### src/rtl/gpio_mux_ctrl.sv
// GPIO ownership multiplexer: Wishbone-programmed per-pin team selects with a
// shadow/staged/active pipeline and a tri-state blanking window on handover.
module gpio_mux_ctrl #(
   parameter int          NUM_TEAMS    = 12,
   parameter int          NUM_PINS     = 34,
   parameter logic [31:0] BASE_ADDR    = 32'h3000_0000,
   parameter int          BLANK_CYCLES = 4
) (
   input  logic                          wb_clk_i,
   input  logic                          wb_rst_ni,
   input  logic                          wbs_stb_i,
   input  logic                          wbs_cyc_i,
   input  logic                          wbs_we_i,
   input  logic [3:0]                    wbs_sel_i,
   input  logic [31:0]                   wbs_dat_i,
   input  logic [31:0]                   wbs_adr_i,
   output logic                          wbs_ack_o,
   output logic [31:0]                   wbs_dat_o,
   input  logic [NUM_TEAMS*NUM_PINS-1:0] designs_gpio_out,
   input  logic [NUM_TEAMS*NUM_PINS-1:0] designs_gpio_oeb,
   output logic [NUM_PINS-1:0]           gpio_out,
   output logic [NUM_PINS-1:0]           gpio_oeb,
   output logic                          busy_o
);

   localparam int NUM_WORDS = (NUM_PINS + 3) / 4;
   localparam logic [5:0] CTRL_WORD = 6'h20;

   typedef enum logic [1:0] {IDLE = 2'd0, BLANK = 2'd1, APPLY = 2'd2} state_t;

   state_t                    state_r;
   logic [7:0]                cnt_r;
   logic [NUM_PINS-1:0]       blank_mask_r;
   logic [NUM_PINS-1:0][7:0]  staged_r;
   logic [NUM_PINS-1:0][7:0]  active_r;
   logic                      ack_r;
   logic [31:0]               dat_r;

   logic                      req_s;
   logic                      hit_s;
   logic [5:0]                word_s;
   logic                      wr_s;
   logic                      commit_s;
   logic [NUM_PINS-1:0]       diff_s;
   logic [NUM_PINS*8-1:0]     shadow_flat_s;
   logic [NUM_WORDS*32-1:0]   shadow_pad_s;
   logic [NUM_WORDS:0][31:0]  rd_chain_s;
   logic [31:0]               rd_s;
   logic                      unused_ok_s;

   // Out-of-range team numbers collapse to "unowned" so the output mux never
   // sees a select it cannot resolve.
   function automatic logic [7:0] clamp_sel(input logic [7:0] v);
      if (v > 8'(NUM_TEAMS)) begin
         clamp_sel = 8'd0;
      end else begin
         clamp_sel = v;
      end
   endfunction

   assign req_s       = wbs_stb_i & wbs_cyc_i & ~ack_r;
   assign hit_s       = (wbs_adr_i[31:8] == BASE_ADDR[31:8]);
   assign word_s      = wbs_adr_i[7:2];
   assign wr_s        = req_s & wbs_we_i & hit_s;
   assign commit_s    = wr_s & (word_s == CTRL_WORD) & wbs_sel_i[0] & wbs_dat_i[0];
   assign unused_ok_s = &{1'b0, wbs_adr_i[1:0]};

   for (genvar p = 0; p < NUM_PINS; p++) begin : g_pin
      localparam int         BYTE = p % 4;
      localparam logic [5:0] WORD = 6'(p / 4);
      logic [7:0]           shadow_r;
      logic [NUM_TEAMS-1:0] match_s;
      logic [NUM_TEAMS-1:0] out_vec_s;
      logic [NUM_TEAMS-1:0] oeb_vec_s;

      // Software-visible shadow select for this pin.
      always_ff @(posedge wb_clk_i or negedge wb_rst_ni) begin
         if (!wb_rst_ni) begin
            shadow_r <= 8'd0;
         end else if (wr_s && (word_s == WORD) && wbs_sel_i[BYTE]) begin
            shadow_r <= clamp_sel(wbs_dat_i[8*BYTE +: 8]);
         end
      end

      for (genvar t = 0; t < NUM_TEAMS; t++) begin : g_team
         assign match_s[t]   = (active_r[p] == 8'(t + 1));
         assign out_vec_s[t] = designs_gpio_out[t*NUM_PINS + p];
         assign oeb_vec_s[t] = designs_gpio_oeb[t*NUM_PINS + p];
      end

      assign shadow_flat_s[8*p +: 8] = shadow_r;
      assign diff_s[p]               = (shadow_r != active_r[p]);
      // match_s is one-hot when owned; all-zero means unowned and forces safe.
      assign gpio_out[p] = ~blank_mask_r[p] & (|(match_s & out_vec_s));
      assign gpio_oeb[p] = blank_mask_r[p] | ~(|match_s) | (|(match_s & oeb_vec_s));
   end

   assign shadow_pad_s  = (NUM_WORDS*32)'(shadow_flat_s);
   assign rd_chain_s[0] = 32'd0;
   for (genvar k = 0; k < NUM_WORDS; k++) begin : g_rd
      assign rd_chain_s[k+1] = rd_chain_s[k] |
                               ((word_s == 6'(k)) ? shadow_pad_s[32*k +: 32] : 32'd0);
   end

   // Read data mux for the register map.
   always_comb begin
      rd_s = 32'd0;
      if (!hit_s) begin
         rd_s = 32'd0;
      end else if (word_s == CTRL_WORD) begin
         rd_s = {30'd0, (state_r != IDLE), 1'b0};
      end else begin
         rd_s = rd_chain_s[NUM_WORDS];
      end
   end

   // Single-cycle registered acknowledge with data valid only in the ack cycle.
   always_ff @(posedge wb_clk_i or negedge wb_rst_ni) begin
      if (!wb_rst_ni) begin
         ack_r <= 1'b0;
         dat_r <= 32'd0;
      end else begin
         ack_r <= req_s;
         dat_r <= req_s ? rd_s : 32'd0;
      end
   end

   // Commit sequencer: stage, blank changing pins, then apply.
   always_ff @(posedge wb_clk_i or negedge wb_rst_ni) begin
      if (!wb_rst_ni) begin
         state_r      <= IDLE;
         cnt_r        <= 8'd0;
         blank_mask_r <= '0;
         staged_r     <= '0;
         active_r     <= '0;
      end else begin
         case (state_r)
            IDLE: begin
               if (commit_s) begin
                  staged_r     <= shadow_flat_s;
                  blank_mask_r <= diff_s;
                  cnt_r        <= 8'(BLANK_CYCLES - 1);
                  state_r      <= (|diff_s) ? BLANK : APPLY;
               end
            end
            BLANK: begin
               if (cnt_r == 8'd0) begin
                  state_r <= APPLY;
               end else begin
                  cnt_r <= cnt_r - 8'd1;
               end
            end
            APPLY: begin
               active_r     <= staged_r;
               blank_mask_r <= '0;
               state_r      <= IDLE;
            end
            default: begin
               state_r <= IDLE;
            end
         endcase
      end
   end

   assign wbs_ack_o = ack_r;
   assign wbs_dat_o = dat_r;
   assign busy_o    = (state_r != IDLE);

endmodule

### config.mk
export PLATFORM = sky130hd
export DESIGN_NAME = gpio_mux_ctrl
export DESIGN_NICKNAME = d
export VERILOG_FILES = /design/src/rtl/gpio_mux_ctrl.sv
export SDC_FILE = /design/constraint.sdc
export NUM_CORES = 2
export LEC_CHECK = 0
export ABC_CLOCK_PERIOD_IN_PS = 2600
export CAP_MARGIN = 5
export CORE_AREA = 2 2 383 385
export CTS_CLUSTER_DIAMETER = 50
export DETAILED_ROUTE_END_ITERATION = 10
export DIE_AREA = 0 0 385 387
export PLACE_DENSITY = 0.62
export SLEW_MARGIN = 5
export SYNTH_ARGS = -nofsm -noshare
export SYNTH_HDL_FRONTEND = slang
export SYNTH_SLANG_ARGS = --single-unit
### constraint.sdc
create_clock -name wb_clk_i -period 2.6 [get_ports wb_clk_i]
set_input_delay 0.52 -clock wb_clk_i [delete_from_list [all_inputs] [get_ports wb_clk_i]]
set_output_delay 0.52 -clock wb_clk_i [all_outputs]
set_load 0.01 [all_outputs]
==> results.md <==
* Status: finished, violations left
* Failing checks: negative setup slack
* Unique cell type count in the Yosys netlist at just over 70
* Worst setup SP type: flop
* VDD IR max at approximately 0.6 mV
* Final Instance Area at slightly above 70000 um2
* Most frequent cells in the layout: nand2_1, clkdlybuf4s50_1, dfrtp_1
* Worst reg2reg path depth at 9
* Rows at 140
* Clk buf depth at 3
* DR vias at roughly 45000
* Initial antenna violation count at 15
* Syn. warnings at 0
* Average size of a mapped cell at 8.845 um2
* Multi-input logic area at roughly 24000 um2
* Final hold vios at 0
* Unrepaired setup endpoints after global routing: true
* Comb pwr share at 0.070
* Netlist Area Pre-Place at between 40000 and 50000 um2
* Clock root buffer: clkbuf_16
* Routability cong. at about 1
* WL/cell at 22.19 um
* Setup slack after layout at -0.5102 ns
* Cell area power density at between 400 and 500 nW/um2
* Drt pass-1 iters at 8
* Sequential element share of the synthesized area at 0.4783
* Worst EP arrival at about 2.6 ns
* Worst rel slew slack at 0.5054
* Max-cap violations at 0
* First-pass GRT wire length at between 200000 and 300000 um
* Layout Cells excl Fill at 8847
* Clock transition at path regs at ~0.060 ns
* Final Skew at 0.04875 ns
* Total grt overflow at 0
* R2R Path End: state_r[1]
* Most common cell after layout, fill and taps aside: nand2_1
* Final Critical Period at approximately 3.1 ns
* Worst-path cell chain: mux2_4 > a21oi_2 > nor2_1 > nor3_2 > a21oi_2 > or4_4 > buf_6
* Nets@finish at ~7700
* Hold Path Class: in -> async
* Worst-skew pair later-pin latency at between 0.7 and 0.8 ns
* Worst stage delay on the critical path at between 0.4 and 0.5 ns
* Max Slew Vio Count at 0
* P_leak at between 30 and 40 nW
* Setup crit end: gpio_oeb[10]
* H-Tree Depth at 3
* Cell area after placement at about 63000 um2
* Fin crit share at 1.196
* Crit path max fanout at 3
* Via-to-Cell Ratio at 5.136
* Predominant post-synthesis flop cell: dfrtp_1
* Cells after synthesis at 5282
* FFs w/ async S/R, synth at 1.000
* ANT nets after route at 0
* DIE HEIGHT at ~390 um
* Worst Path Required at around 2.1 ns
* Worst path slowest cell: or4_4
* Final setup violation count at 120
* Worst slew pin tran at 0.7403 ns
* Seq pwr share at 0.445
* Post-Syn Nets at a little over 6000
* Pre-CTS setup slack at -1.425 ns
* Sink Count at 893
* Drt drc at 0
* Largest net degree at the start of global routing at 98
* Worst path most repeated cell: a21oi_2
* R2R setup slack at 0.10 ns
* Hpwl dp at 148800 um
* Initial DRC count at between 3000 and 4000
* Reg area at between 20000 and 25000 um2
* Setup Crit Path Kind: reg -> out
* Critical path origin: active_r[83]
* Number of fill cells at between 10000 and 15000
* Area Growth Syn to Fin at 50.91%
* Highest clock rate at between 300 and 400 MHz
* Internal at about 24 mW
* IO buf count at roughly 1000
* Switching share of power at 0.2267
* Total power at 31.22 mW
* Initial Util at 0.3225
* Vias in the first global route at about 46000
* Sw power at between 7 and 8 mW
* Critical R2R Launch: active_r[19]
* DP Cell Count at roughly 8500
* Core area at about 140000 um2
* IO Count at about 990
* Layout cells sized above 1 at 0.2343
* CTS tree: done
* TritonCTS Buffers at around 110
* Fin Setup TNS at -15.41 ns
* Clock Power Share at 0.484
* Routed WL at between 150000 and 200000 um
* Post-synth EDFFs at 0
* Crit. End Element: output pin
* Die area at 149000 um2
* Die X at about 390 um
* All-Layer GR Usage at 0.2543
* Flops & latches, synth at 893
==> synthesized netlist by cell type (all sizes together) (25+ instances only) <==
master  count  area share
nand4      89       0.012
nor2      255       0.021
nand3b     38      0.0061
o22ai      25      0.0033
a31oi      51      0.0068
clkbuf    260       0.021
a22o       27      0.0051
mux2i     142       0.030
and3       25      0.0033
dfrtp     893        0.48
mux2      178       0.043
nor2b     177       0.024
a21oi     126       0.013
nor4       25      0.0033
buf        98       0.012
nand3      79      0.0085
a221oi     40      0.0075
xnor2     276       0.052
nand2    1742        0.14
a211oi     30      0.0048
inv        52      0.0042
nor3       50      0.0054
o21ai     188       0.020
a22oi     108       0.017
or4        31      0.0050
==> layer usage <==
layer | track usage | vias up | wire [um]
met1 | 0.3208 | 22300 | 78980
met3 | 0.04768 | 316 | 13710
li1 | - | 21130 | -
met4 | 0.09972 | 10 | 7985
met5 | 0 | - | 67
met2 | 0.4279 | 1690 | 95610
==> per-stage QoR <==
| stage | hold slack, ns | utilization |
|---|---|---|
| after floorplan | 0.2244 | - |
| after global placement | 0.4456 | 0.4368 |
| after global routing | 0.3578 | 0.4867 |
| after detailed placement | 0.4492 | 0.4368 |
| final | 0.3427 | 0.4867 |
| after CTS | 0.3374 | 0.4764 |
==> worst min path at each step <==
stage / start / end / slack [ns] / cells after the start
2_1_floorplan: wb_rst_ni / active_r[0] / 0.22 / 0
3_3_place_gp: staged_r[13] / active_r[13] / 0.45 / 2
3_5_place_dp: staged_r[93] / active_r[93] / 0.45 / 2
4_1_cts: wb_rst_ni / active_r[203] / 0.34 / 2
5_1_grt: wb_rst_ni / active_r[203] / 0.36 / 2
6_report: wb_rst_ni / active_r[203] / 0.34 / 2
==> worst max-delay path: cells and delay by family, from the launching register on <==
kind                   cells  cell delay (ns)
AND/OR/NAND/NOR            3             0.72
flip-flops                 1             0.44
multiplexers               1             0.34
AO/OA/AOI/OAI              2             0.24
buffers and inverters      1             0.14
==> power by group through the flow <==
stage	sequential [mW]	combinational [mW]	clock, mW
after CTS	13.9	2.19	15.3
after global placement	14.2	2.12	0
after detailed placement	14.2	2.14	0
after floorplan	14.2	0.220	0
final	13.9	2.20	15.1
after global routing	13.9	2.34	15.9
==> cell type report <==
| class | count | area share |
|---|---|---|
| inverters | 52 | 0.002857 |
| clock buffers | 144 | 0.04175 |
| diodes | 7 | 0.0002484 |
| repair buffers | 1807 | 0.2481 |
| well taps | 1917 | 0.03402 |
| clock inverters | 48 | 0.008926 |
| flip-flops and latches | 893 | 0.3183 |
| multi-input cells | 3979 | 0.3458 |
==> timing repair <==
item	in CTS	in global routing
endpoints found under the setup margin	687	279
hold buffers	1	0
endpoints found under the hold margin	26	0
gates resized for setup	718	252
pin swaps	162	130
cloned	7	2
buffers inserted	135	63
==> flip-flops by register name (all words and copies together), names as in the netlist <==
register        count
wbs_dat_o          32
g_pin.shadow_r    272
blank_mask_r       34
state_r             2
wbs_ack_o           1
active_r          272
staged_r          272
cnt_r               8
==> logic make-up after synthesis <==
family | count (synthesis) | synth area share
multiplexers | 336 | 0.08104
adder cells (fa/ha/maj) | 2 | 0.0005355
buffers and inverters | 410 | 0.03712
flip-flops | 893 | 0.4783
AND/OR/NAND/NOR | 2620 | 0.2450
AO/OA/AOI/OAI | 743 | 0.1059
XOR/XNOR | 278 | 0.05211
Power figures use the tool's default switching activity.
